$ cat src/rtl/cpu_types_pkg.sv
// ---------------------------------------------------------------------------
// cpu_types_pkg
// Shared types for the 5-stage pipeline.
//   word_t      : 32-bit machine word
//   memstate_t  : MEM-stage request FSM states
//   WORD_OFF    : number of byte-offset bits below a word address
// ---------------------------------------------------------------------------
package cpu_types_pkg;

    typedef logic [31:0] word_t;

    typedef enum logic [1:0] {
        MEM_IDLE,
        MEM_WAIT,
        MEM_HALTED
    } memstate_t;

    localparam int WORD_OFF = 2;

endpackage

$ cat src/rtl/link_reg.sv
// ---------------------------------------------------------------------------
// link_reg
// Load-linked / store-conditional reservation register. Only compiled when
// the LLSC_EN macro is defined.
// Ports:
//   CLK, nRST    clock, asynchronous active-low reset
//   addr_i       address of the instruction currently in MEM
//   ll_done_i    an LL completed this cycle (capture addr_i)
//   st_done_i    a plain store completed this cycle
//   sc_done_i    an SC store completed this cycle (reservation consumed)
//   ccinv_i      coherence invalidate from the other core
//   snoop_i      invalidated address
//   sc_ok_o      an SC to addr_i may issue this cycle
// ---------------------------------------------------------------------------
`ifdef LLSC_EN
module link_reg
    import cpu_types_pkg::*;
#(
    parameter int WORD_W = 32
) (
    input  logic              CLK,
    input  logic              nRST,
    input  logic [WORD_W-1:0] addr_i,
    input  logic              ll_done_i,
    input  logic              st_done_i,
    input  logic              sc_done_i,
    input  logic              ccinv_i,
    input  logic [WORD_W-1:0] snoop_i,
    output logic              sc_ok_o
);

    logic [WORD_W-1:WORD_OFF] link_addr_q, link_addr_d;
    logic                     link_valid_q, link_valid_d;
    logic                     addr_hit, inv_hit;
    logic                     unused_low;

    assign addr_hit = (link_addr_q == addr_i[WORD_W-1:WORD_OFF]);
    assign inv_hit  = ccinv_i & (snoop_i[WORD_W-1:WORD_OFF] == link_addr_q);

    // An invalidate landing in the same cycle as the SC wins: the SC fails.
    assign sc_ok_o  = link_valid_q & addr_hit & ~inv_hit;

    // Byte offsets never take part in reservation matching.
    assign unused_low = ^{addr_i[WORD_OFF-1:0], snoop_i[WORD_OFF-1:0]};

    always_comb begin
        link_valid_d = link_valid_q;
        link_addr_d  = link_addr_q;
        if (inv_hit || (st_done_i && addr_hit) || sc_done_i) begin
            link_valid_d = 1'b0;
        end
        // A fresh LL re-arms the reservation even if an old one was dropped.
        if (ll_done_i) begin
            link_valid_d = 1'b1;
            link_addr_d  = addr_i[WORD_W-1:WORD_OFF];
        end
    end

    always_ff @(posedge CLK or negedge nRST) begin
        if (!nRST) begin
            link_valid_q <= 1'b0;
            link_addr_q  <= '0;
        end else begin
            link_valid_q <= link_valid_d;
            link_addr_q  <= link_addr_d;
        end
    end

endmodule
`endif

$ cat src/rtl/mem_stage.sv
// ---------------------------------------------------------------------------
// mem_stage
// Memory-access stage: issues one dcache request per load/store, stalls the
// pipeline until dhit, and produces the MEM/WB register. Define LLSC_EN to
// build the LL/SC reservation (link_reg); without it atomic_mem is ignored.
// Ports:
//   CLK, nRST                 clock, asynchronous active-low reset
//   *_mem                     EX/MEM register contents
//   dhit, dmemload            dcache completion and load data
//   ccinv, ccsnoopaddr        coherence invalidate
//   dmemREN/WEN/addr/store    dcache request
//   mem_stall                 freeze IF..MEM, bubble into WB
//   *_wb                      MEM/WB register contents (halt_wb is sticky)
// ---------------------------------------------------------------------------
module mem_stage
    import cpu_types_pkg::*;
#(
    parameter int WORD_W = 32,
    parameter int REG_W  = 5
) (
    input  logic              CLK,
    input  logic              nRST,
    input  logic [WORD_W-1:0] ALUout_mem,
    input  logic [WORD_W-1:0] dmwdata_mem,
    input  logic              dREN_mem,
    input  logic              dWEN_mem,
    input  logic              atomic_mem,
    input  logic [REG_W-1:0]  regOut_mem,
    input  logic              rf_wen_mem,
    input  logic              MemtoReg_mem,
    input  logic              halt_mem,
    input  logic              dhit,
    input  logic [WORD_W-1:0] dmemload,
    input  logic              ccinv,
    input  logic [WORD_W-1:0] ccsnoopaddr,
    output logic              dmemREN,
    output logic              dmemWEN,
    output logic [WORD_W-1:0] dmemaddr,
    output logic [WORD_W-1:0] dmemstore,
    output logic              mem_stall,
    output logic [WORD_W-1:0] rdata_wb,
    output logic [WORD_W-1:0] ALUout_wb,
    output logic [REG_W-1:0]  regOut_wb,
    output logic              rf_wen_wb,
    output logic              MemtoReg_wb,
    output logic              halt_wb
);

    memstate_t          state_q, state_d;
    logic [WORD_W-1:0]  rdata_q, alu_q;
    logic [REG_W-1:0]   reg_q;
    logic               rf_wen_q, m2r_q, halt_q;
    logic               is_load, is_store, is_sc, sc_fail;
    logic               req_active, req_done, stall_raw, halt_take;

    // dWEN wins when both request strobes are set.
    assign is_store = dWEN_mem;
    assign is_load  = dREN_mem & ~dWEN_mem;

`ifdef LLSC_EN
    logic sc_ok;

    assign is_sc = atomic_mem & dWEN_mem;

    link_reg #(.WORD_W(WORD_W)) u_link_reg (
        .CLK       (CLK),
        .nRST      (nRST),
        .addr_i    (ALUout_mem),
        .ll_done_i (req_done & is_load & atomic_mem),
        .st_done_i (req_done & is_store & ~atomic_mem),
        .sc_done_i (req_done & is_sc),
        .ccinv_i   (ccinv),
        .snoop_i   (ccsnoopaddr),
        .sc_ok_o   (sc_ok)
    );

    // The pass/fail decision is taken once, at issue; a store already in
    // flight is never withdrawn.
    assign sc_fail = is_sc & ~sc_ok & (state_q == MEM_IDLE);
`else
    logic unused_llsc;

    assign unused_llsc = ^{atomic_mem, ccinv, ccsnoopaddr};
    assign is_sc       = 1'b0;
    assign sc_fail     = 1'b0;
`endif

    always_comb begin
        state_d    = state_q;
        req_active = 1'b0;
        halt_take  = 1'b0;
        case (state_q)
            MEM_IDLE: begin
                req_active = (is_load | is_store) & ~sc_fail;
                if (req_active && !dhit) begin
                    state_d = MEM_WAIT;
                end else if (halt_mem && !req_active) begin
                    halt_take = 1'b1;
                    state_d   = MEM_HALTED;
                end
            end
            MEM_WAIT: begin
                // Upstream is frozen by mem_stall, so the request fields hold.
                req_active = is_load | is_store;
                if (dhit) begin
                    state_d = MEM_IDLE;
                end
            end
            MEM_HALTED: begin
                state_d = MEM_HALTED;
            end
            default: begin
                state_d = MEM_IDLE;
            end
        endcase
    end

    assign req_done  = req_active & dhit;
    assign stall_raw = req_active & ~dhit;

    // Request outputs are forced low while reset is held.
    assign dmemREN   = nRST & req_active & is_load;
    assign dmemWEN   = nRST & req_active & is_store;
    assign mem_stall = nRST & stall_raw;
    assign dmemaddr  = {WORD_W{nRST}} & {ALUout_mem[WORD_W-1:WORD_OFF], {WORD_OFF{1'b0}}};
    assign dmemstore = {WORD_W{nRST}} & dmwdata_mem;

    always_ff @(posedge CLK or negedge nRST) begin
        if (!nRST) begin
            state_q  <= MEM_IDLE;
            rdata_q  <= '0;
            alu_q    <= '0;
            reg_q    <= '0;
            rf_wen_q <= 1'b0;
            m2r_q    <= 1'b0;
            halt_q   <= 1'b0;
        end else begin
            state_q <= state_d;
            if (state_q == MEM_HALTED || stall_raw) begin
                // Bubble into WB; halt_wb keeps its value.
                rf_wen_q <= 1'b0;
            end else begin
                alu_q    <= ALUout_mem;
                reg_q    <= regOut_mem;
                // An SC always writes its success flag back to rt.
                rf_wen_q <= rf_wen_mem | is_sc;
                m2r_q    <= MemtoReg_mem | is_sc;
                rdata_q  <= is_sc ? {{(WORD_W-1){1'b0}}, ~sc_fail} : dmemload;
                if (halt_take) begin
                    halt_q <= 1'b1;
                end
            end
        end
    end

    assign rdata_wb    = rdata_q;
    assign ALUout_wb   = alu_q;
    assign regOut_wb   = reg_q;
    assign rf_wen_wb   = rf_wen_q;
    assign MemtoReg_wb = m2r_q;
    assign halt_wb     = halt_q;

endmodule

$ cat config.mk
export PLATFORM = sky130hd
export DESIGN_NAME = mem_stage
export DESIGN_NICKNAME = d
export VERILOG_FILES = /design/src/rtl/cpu_types_pkg.sv /design/src/rtl/link_reg.sv /design/src/rtl/mem_stage.sv
export SDC_FILE = /design/constraint.sdc
export NUM_CORES = 1
export LEC_CHECK = 0
export CORE_AREA = 2 2 110 112
export DETAILED_ROUTE_END_ITERATION = 12
export DIE_AREA = 0 0 112 114
export GPL_TIMING_DRIVEN = 0
export PLACE_DENSITY = 0.73
export SYNTH_ARGS = -nofsm -noshare
export SYNTH_HDL_FRONTEND = slang
export SYNTH_SLANG_ARGS = --single-unit
$ cat constraint.sdc
create_clock -name CLK -period 2.4 [get_ports CLK]
set_clock_uncertainty 0.2 [all_clocks]
set_input_delay 0.36 -clock CLK [delete_from_list [all_inputs] [get_ports CLK]]
set_output_delay 0.36 -clock CLK [all_outputs]
set_load 0.01 [all_outputs]
**Word-level counts from Yosys, hierarchy flattened**

Index checks and enable logic that the tools add are counted.

- Bitwise gates (word level): 12
- Equality and inequality tests: 4
- Mux-type cells: 9
- Reductions and logical operators: 9

Operators by type and width:

| kind | number |
|---|---|
| $and 32x32->32 | 2 |
| $and 1x1->1 | 6 |
| $mux 2 | 3 |
| $pmux 2 s3 | 1 |
| $mux 1 | 5 |
| $reduce_and 2->1 | 2 |
| $ne 3x3->1 const B | 1 |
| $not 1->1 | 3 |
| $eq 2x1->1 const B | 1 |
| $eq 2x2->1 const B | 1 |
| $logic_and 1x1->1 | 2 |
| $logic_not 1->1 | 2 |
| $logic_not 2->1 | 1 |
| $ne 2x2->1 const B | 1 |
| $reduce_or 2->1 | 1 |
| $logic_or 1x1->1 | 1 |
| $or 1x1->1 | 1 |

- Input port bits: 143
- Register bits: 74
- Output and inout port bits: 139

**Logic depth before layout (Yosys ltp)**

Gate-level depths: netlist of the first run.

- Depth after elaboration: 9
- Mapped depth: 4
- Depth with buffers taken out: 3

**Worst setup path before layout of the first run**

No wires, ideal clock.

- Path type: flip-flop to flip-flop
- Start point: reg state_q[1]
- End point: reg alu_q[10] (netlist: ALUout_wb[10])
- Arrival time: 1,407 ps
- Slack: 669 ps
- Cell stages (with the launch flop): 5
- Library setup time: 125 ps
- Path through: dfrtp_1 -> or2_4 -> o22ai_4 -> buf_4 -> mux2_2

- Cells in the longest elaborated chain, start to end: 5

Ends and longest elaborated chain:

| what | line | source |
|---|---|---|
| start: declaration | mem_stage.sv:49 | `memstate_t state_q, state_d;` |
| start signal: assignment | mem_stage.sv:138 | `state_q <= state_d;` |
| $eq 2x1->1 or $logic_not 2->1 (tied branches) | mem_stage.sv:92 | `case (state_q)` |
| $reduce_or 2->1 (no line) | - |  |
| $mux 1 | - |  |
| $and 1x1->1 | mem_stage.sv:119 | `assign stall_raw = req_active & ~dhit;` |
| $logic_or 1x1->1 * | mem_stage.sv:139 | `if (state_q == MEM_HALTED \|\| stall_raw) begin` |
| end signal: assignment | mem_stage.sv:143 | `alu_q <= ALUout_mem;` |
| end: declaration | mem_stage.sv:50 | `logic [WORD_W-1:0] rdata_q, alu_q;` |

Mark *: on every way between the ends. The rest lies on a longest branch, timed or not.
A chain may end at the register's enable or synchronous reset.

**Worst setup path in the final report of the first run**

- Start point: in dREN_mem
- End point: out dmemREN

- Cells in the longest elaborated chain, start to end: 5

Ends and longest elaborated chain:

| what | line | source |
|---|---|---|
| start: declaration | mem_stage.sv:25 | `input logic dREN_mem,` |
| $and 1x1->1 * | mem_stage.sv:58 | `assign is_load = dREN_mem & ~dWEN_mem;` |
| $or 1x1->1 | mem_stage.sv:94, mem_stage.sv:104 |  |
| $mux 1 | - |  |
| $and 1x1->1 | mem_stage.sv:122 | `assign dmemREN = nRST & req_active & is_load;` |
| $and 1x1->1 * | mem_stage.sv:122 |  |
| end: declaration | mem_stage.sv:36 | `output logic dmemREN,` |

Marks and branches as above.

==> impl_metrics.py, run 1 <==
metrics = {
    "run_status": {
        "outcome": "completed",
    },
    "floorplanning": {
        "chipHeight_um": 114,
        "core-area_sq_um": 11700,
        "fp-row-count": 40,
        "die_x_um": 112,
        "start_util_pct": 27.6,
        "io_pins": 282,
        "dieArea_sq_um": 12800,
    },
    "clock_network": {
        "cts_sinks": 74,
        "cts_buffer_depth": 2,
        "root_buffer": "clkbuf_16",
        "cts_max_level": 3,
        "cts_tree": "yes",
        "path_clk_slew_ps": 50,
        "cts_buffers": 9,
        "clk_latency_ps": 320,
    },
    "grt": {
        "grt_start_max_net_pins": 48,
        "grt_pass1_wl_mm": 15.6,
        "overflow": 0,
        "antenna_found_initial": 0,
        "groute.usage.overall_pct": 15.7,
        "grt_pass1_vias": 2981,
    },
    "synthesis": {
        "netlist_instances": 237,
        "synthTopCellsByArea": "dfrtp_1 (57%), mux2_2 (22%), and2_1 (12%), mux2_1 (2.1%), buf_6 (1.4%)",
        "synth_top_cell_area_share_pct": 57.2,
        "synth_seq_cells": 74,
        "syn_area_sq_um": 3240,
        "ys_types": 18,
        "yosys.area.top_type": "dfrtp_1",
        "ys_seq_area_share_pct": 57.2,
        "synth_warnings": 0,
        "syn_avg_cell_area_sq_um": 13.7,
    },
    "power_and_ir_drop": {
        "vdd_drop_max_mv": 0.431,
        "power.density_nw_per_um2": 667,
        "leakagePower_nw": 2.56,
    },
    "layout": {
        "drive_gt1_share_pct": 19.8,
        "diodes": 0,
        "final_util_pct": 53.7,
        "final_common_cell": "clkdlybuf4s50_1",
        "layout_common_cells": "clkdlybuf4s50_1 (243), dfrtp_1 (74), mux2_2 (64), and2_1 (62), clkbuf_16 (9)",
        "syn2layout_area_growth_pct": 94.5,
        "fin_area_sq_um": 6290,
        "nets": 642,
    },
    "setup_path": {
        "path_class": "in2out",
        "worstPathArrival_ps": 1740,
        "worstSetupStartpointType": "input port",
        "ff2ff_path_depth": 4,
        "timing.rr.end": "ALUout_wb[5]$_DFFE_PN0N_",
        "startpoint": "dREN_mem",
        "crit_path_end_kind": "output pin",
        "crit_required_ps": 1840,
        "worstReg2RegStart": "state_q[1]$_DFFE_PN0P_",
        "path_max_fanout": 3,
        "r2r_setup_slack_ps": 430,
    },
    "drt": {
        "num_vias": 2783,
        "wl_mm": 10.2,
        "drc": 0,
        "vias_per_cell": 4.27,
        "detail-route-antenna-nets": 0,
        "wl_per_cell_um": 15.6,
        "drt_pre_antenna_iters": 4,
        "dr.first_iter.drc_count": 51,
    },
    "sta": {
        "hold_viol": 0,
        "setup_slack_ps": 96.7,
        "setup_viol": 0,
        "period_minus_slack_ps": 2300,
        "fmaxAchievable_mhz": 434,
        "fin_crit_sh_pct": 96.0,
        "drv_slew": 0,
        "rsz0062_at_grt": "false",
    },
    "placement": {
        "dp_slack_ps": -424,
        "placed_cell_area_sq_um": 5900,
        "dp_hpwl_mm": 8.12,
        "io_buffers": 245,
        "gp_congestion": 0.777,
    },
    "worst_hold_path": {
        "worstHoldPathType": "in2async",
    },
    "run": {
        "cap_viol_max_count": 0,
    },
}
## layout make-up
cell class / count / area, sq um
Tap cell: 147 / 184
Timing Repair Buffer: 251 / 2580
Buffer: 15 / 113
Sequential cell: 74 / 1850
Clock buffer: 14 / 274
Clock inverter: 2 / 10.0
Multi-Input combinational cell: 146 / 1270
Fill cell: 1054 / 5420
Inverter: 2 / 7.51
## layer usage
metal,GRT usage (%),up-vias,part of all wire [%]
li1,-,1309,-
met1,16.6,1327,36
met2,29.5,141,54
met3,6.22,6,9.8
met4,3.41,0,0.80
met5,0,-,0
## synthesized netlist by cell type (all sizes together)
| library cell | count |
|---|---|
| o22ai | 1 |
| and2 | 62 |
| nor4b | 1 |
| nor3 | 1 |
| and3 | 1 |
| a21oi | 1 |
| clkbuf | 7 |
| buf | 9 |
| nor2 | 4 |
| or2 | 1 |
| dfrtp | 74 |
| nor4bb | 1 |
| inv | 2 |
| conb | 1 |
| a31o | 1 |
| mux2 | 70 |
## stage by stage
| stage | std cells | hold WS [ps] | TNS (ps) | power, mW |
|---|---|---|---|---|
| after floorplan | 238 | -136 | 0 | 2.10 |
| after global placement | 630 | 259 | -333100 | 2.93 |
| after detailed placement | 631 | 120 | -21590 | 2.96 |
| after CTS | 651 | 40.7 | 0 | 4.27 |
| after global routing | 651 | 45.2 | 0 | 4.41 |
| final | 651 | 28.0 | 0 | 4.20 |
## critical path, cell delays in order
cell and delay [ps]:
clkdlybuf4s50_1 500, nor4bb_1 280, clkdlybuf4s50_1 600
## report_power, final
group	leakage (nW)	switching (mW)	internal [mW]	total (mW)
clock network	0.143	0.479	0.782	1.26
logic	1.55	0.486	0.883	1.37
registers	0.863	0.105	1.46	1.57
total	2.56	1.07	3.13	4.20
## cell families (layout without fill, tap and decap cells)
| family | count (synthesis) | count (layout) | share of synthesized area [%] |
|---|---|---|---|
| AO/OA/AOI/OAI | 3 | 3 | 1.04 |
| buffers and inverters | 18 | 284 | 3.60 |
| multiplexers | 70 | 70 | 24.4 |
| AND/OR/NAND/NOR | 71 | 71 | 13.7 |
| flip-flops | 74 | 74 | 57.2 |
| other | 1 | 2 | 0.116 |
## flip-flops by register name (all words and copies together) (netlist names)
signal       flops
ALUout_wb       32
rdata_wb        32
regOut_wb        5
state_q          2
MemtoReg_wb      1
halt_wb          1
rf_wen_wb        1
## worst max-delay path by stage
stage | endpoint | slack [ps] | cells past startpoint
3_3_place_gp | dmemaddr[18] | -3030 | 5
5_1_grt | dmemREN | 3 | 3
3_5_place_dp | dmemaddr[5] | -420 | 5
4_1_cts | dmemREN | 90 | 3
6_report | dmemREN | 100 | 3
2_1_floorplan | ALUout_wb[10]$_DFFE_PN0N_ | 670 | 4
## repair_timing
item,4_1_cts,5_1_grt
gates resized for setup,8,0
endpoints found under the hold margin,38,0
hold buffers,5,0
buffers inserted,0,0
endpoints found under the setup margin,65,0
Note: power is estimated with default switching activity, not from simulation.
==> run 2, diff against run 1 <==
--- a/config.mk
+++ b/config.mk
@@ -5,11 +5,13 @@
 export SDC_FILE = /design/constraint.sdc
 export NUM_CORES = 1
 export LEC_CHECK = 0
-export CORE_AREA = 2 2 110 112
+export CELL_PAD_IN_SITES_DETAIL_PLACEMENT = 2
+export CELL_PAD_IN_SITES_GLOBAL_PLACEMENT = 2
+export CORE_MARGIN = 2
+export CORE_UTILIZATION = 17
 export DETAILED_ROUTE_END_ITERATION = 12
-export DIE_AREA = 0 0 112 114
 export GPL_TIMING_DRIVEN = 0
-export PLACE_DENSITY = 0.73
+export PLACE_DENSITY_LB_ADDON = 0.1
 export SYNTH_ARGS = -nofsm -noshare
 export SYNTH_HDL_FRONTEND = slang
 export SYNTH_SLANG_ARGS = --single-unit
==> run 2 against run 1 <==
Net effect: sequential share of layout area decreased by 0.39 points; utilization is 20 points lower; sequential power is essentially flat; global-route usage is 4.0 points lower; non-clock buffer count fell by 2; count of clock-buffer cells in the layout is 4 lower; clock power increased by 9.5%; via count grew 2.9%; final cell count increased by 13%; wire length is 17% higher; combinational power about the same; critical path type unchanged; largest power group unchanged; highest routed layer unchanged.
==> impl_metrics.py, run 2 (synthesis results as in run 1) <==
metrics = {
    "run_status": {
        "outcome": "completed",
    },
    "clock_network": {
        "cts_tree": "yes",
        "cts_buffer_depth": 2,
        "clk_latency_ps": 330,
        "path_clk_slew_ps": 60,
        "root_buffer": "clkbuf_16",
        "cts_buffers": 9,
        "cts_max_level": 3,
        "cts_sinks": 74,
    },
    "grt": {
        "grt_pass1_wl_mm": 17.8,
        "grt_use_met2_pct": 20.0,
        "use_met1_pct": 13.1,
        "antenna_found_initial": 0,
        "top_usage_layer": "met2",
        "groute.usage.overall_pct": 11.7,
        "grt_start_max_net_pins": 44,
        "overflow": 0,
        "grt_pass1_vias": 3179,
        "grt_util_met3_pct": 5.48,
    },
    "sta": {
        "fmaxAchievable_mhz": 429,
        "drv_slew": 0,
        "setup_viol": 0,
        "period_minus_slack_ps": 2330,
        "hold_slack_ps": 278,
        "setup-tns-final_ps": 0,
        "fin_crit_sh_pct": 97.1,
        "rsz0062_at_grt": "false",
        "hold_viol": 0,
    },
    "floorplanning": {
        "core-area_sq_um": 18700,
        "chipHeight_um": 142,
        "start_util_pct": 17.3,
        "dieArea_sq_um": 20200,
        "io_pins": 282,
        "fp-row-count": 50,
        "die_x_um": 142,
    },
    "setup_path": {
        "startpoint": "dREN_mem",
        "crit_top_cell": "clkdlybuf4s50_1",
        "worstSetupStartpointType": "input port",
        "endpoint": "dmemREN",
        "crit_cells": 3,
        "critPathMaxStageDelay_ps": 580,
        "crit_path_end_kind": "output pin",
        "path_buf_inv": 2,
        "slowest_stage": "clkdlybuf4s50_1",
        "r2r_setup_slack_ps": 380,
        "crit_required_ps": 1840,
        "crit_family": "buffers and inverters",
        "path_cells": "clkdlybuf4s50_1 -> nor4bb_2 -> clkdlybuf4s50_1",
        "ff2ff_path_depth": 4,
        "worstPathArrival_ps": 1770,
        "path_class": "in2out",
        "worstReg2RegStart": "state_q[1]$_DFFE_PN0P_",
        "path_max_fanout": 3,
        "timing.rr.end": "rdata_wb[29]$_DFFE_PN0N_",
    },
    "layout": {
        "regArea_sq_um": 1850,
        "final_cells": 736,
        "syn2layout_area_growth_pct": 97.1,
        "nFillCells": 1947,
        "multi_input_area_sq_um": 1280,
        "layout_common_cells": "clkdlybuf4s50_1 (243), dfrtp_1 (74), mux2_2 (64), and2_1 (62), clkbuf_16 (9)",
        "drive_gt1_share_pct": 20.3,
        "final_util_pct": 34.1,
        "nets": 640,
        "final_common_cell": "clkdlybuf4s50_1",
        "diodes": 0,
    },
    "run": {
        "cap_viol_max_count": 0,
    },
    "drt": {
        "drt_pre_antenna_iters": 3,
        "drc": 0,
        "num_vias": 2864,
        "dr.first_iter.drc_count": 27,
        "wl_per_cell_um": 16.2,
        "detail-route-antenna-nets": 0,
        "vias_per_cell": 3.89,
        "wl_mm": 11.9,
    },
    "placement": {
        "gp_congestion": 0.698,
        "io_buffers": 245,
        "dpl.cell_count": 718,
        "dp_hpwl_mm": 9.30,
    },
    "power_and_ir_drop": {
        "vdd_drop_max_mv": 0.280,
        "power.density_nw_per_um2": 679,
        "power_mw": 4.33,
        "leakagePower_nw": 2.55,
    },
    "worst_hold_path": {
        "worstHoldPathType": "reg2reg",
    },
}
## run 2: cell types whose count changed in the layout (fill, tap and decap cells not counted), sizes merged
cell	before	now
bufinv	0	1
buf	15	12
clkbuf	20	17
inv	2	3
clkinv	2	3
clkinvlp	0	1
## run 2: power breakdown
group / internal [mW] / total, mW / switching [mW] / leakage (nW)
combinational: 0.875 / 1.38 / 0.504 / 1.53
sequential: 1.46 / 1.57 / 0.106 / 0.863
clock: 0.835 / 1.38 / 0.545 / 0.149
total: 3.17 / 4.33 / 1.15 / 2.55
## run 2: worst min path at each step
stage / slack, ps / to / from / depth (start not counted)
5_1_grt: 310 / halt_wb$_DFFE_PN0P_ / halt_wb$_DFFE_PN0P_ / 1
2_1_floorplan: -140 / ALUout_wb[0]$_DFFE_PN0N_ / nRST / 0
3_5_place_dp: 160 / rdata_wb[22]$_DFFE_PN0N_ / nRST / 1
3_3_place_gp: 270 / halt_wb$_DFFE_PN0P_ / halt_wb$_DFFE_PN0P_ / 1
6_report: 280 / halt_wb$_DFFE_PN0P_ / halt_wb$_DFFE_PN0P_ / 1
4_1_cts: 280 / halt_wb$_DFFE_PN0P_ / halt_wb$_DFFE_PN0P_ / 1
## run 2: per-stage QoR
step	cell area (sq um)	setup slack (ps)
after floorplan	3240	669
after global placement	5980	-3510
after detailed placement	6010	-652
after CTS	6380	27.6
after global routing	6380	17.9
final	6380	70.0
## run 2: timing repair
| action | in CTS | in global routing |
|---|---|---|
| endpoints found under the setup margin | 65 | 0 |
| hold buffers | 2 | 0 |
| gates resized for setup | 14 | 0 |
| setup buffers | 0 | 0 |
| endpoints found under the hold margin | 74 | 0 |
## run 2: final cells by class
cell class	instances	share of cell area (%)
repair buffers	248	39.5
plain buffers	16	1.94
multi-input cells	146	20.0
flip-flops and latches	74	29.0
well taps	234	4.59
clock inverters	6	1.02
inverters	2	0.118
clock buffers	10	3.75
## run 2: per-layer routing
| metal | routed length, um | part of all wire (%) | vias up |
|---|---|---|---|
| met4 | 153 | 1.3 | 0 |
| met1 | 4660 | 39 | 1404 |
| met5 | 0 | 0 | - |
| met2 | 5740 | 48 | 148 |
| li1 | - | - | 1302 |
| met3 | 1360 | 11 | 10 |
==> run 3, diff against run 2 <==
--- a/config.mk
+++ b/config.mk
@@ -5,10 +5,12 @@
 export SDC_FILE = /design/constraint.sdc
 export NUM_CORES = 1
 export LEC_CHECK = 0
+export CAP_MARGIN = 15
 export CELL_PAD_IN_SITES_DETAIL_PLACEMENT = 2
 export CELL_PAD_IN_SITES_GLOBAL_PLACEMENT = 2
 export CORE_MARGIN = 2
 export CORE_UTILIZATION = 17
+export CTS_CLUSTER_DIAMETER = 100
 export DETAILED_ROUTE_END_ITERATION = 12
 export GPL_TIMING_DRIVEN = 0
 export PLACE_DENSITY_LB_ADDON = 0.1
==> results of run 3 <==
Same layout as run 2: the final DEF is identical, and so are final timing and power.
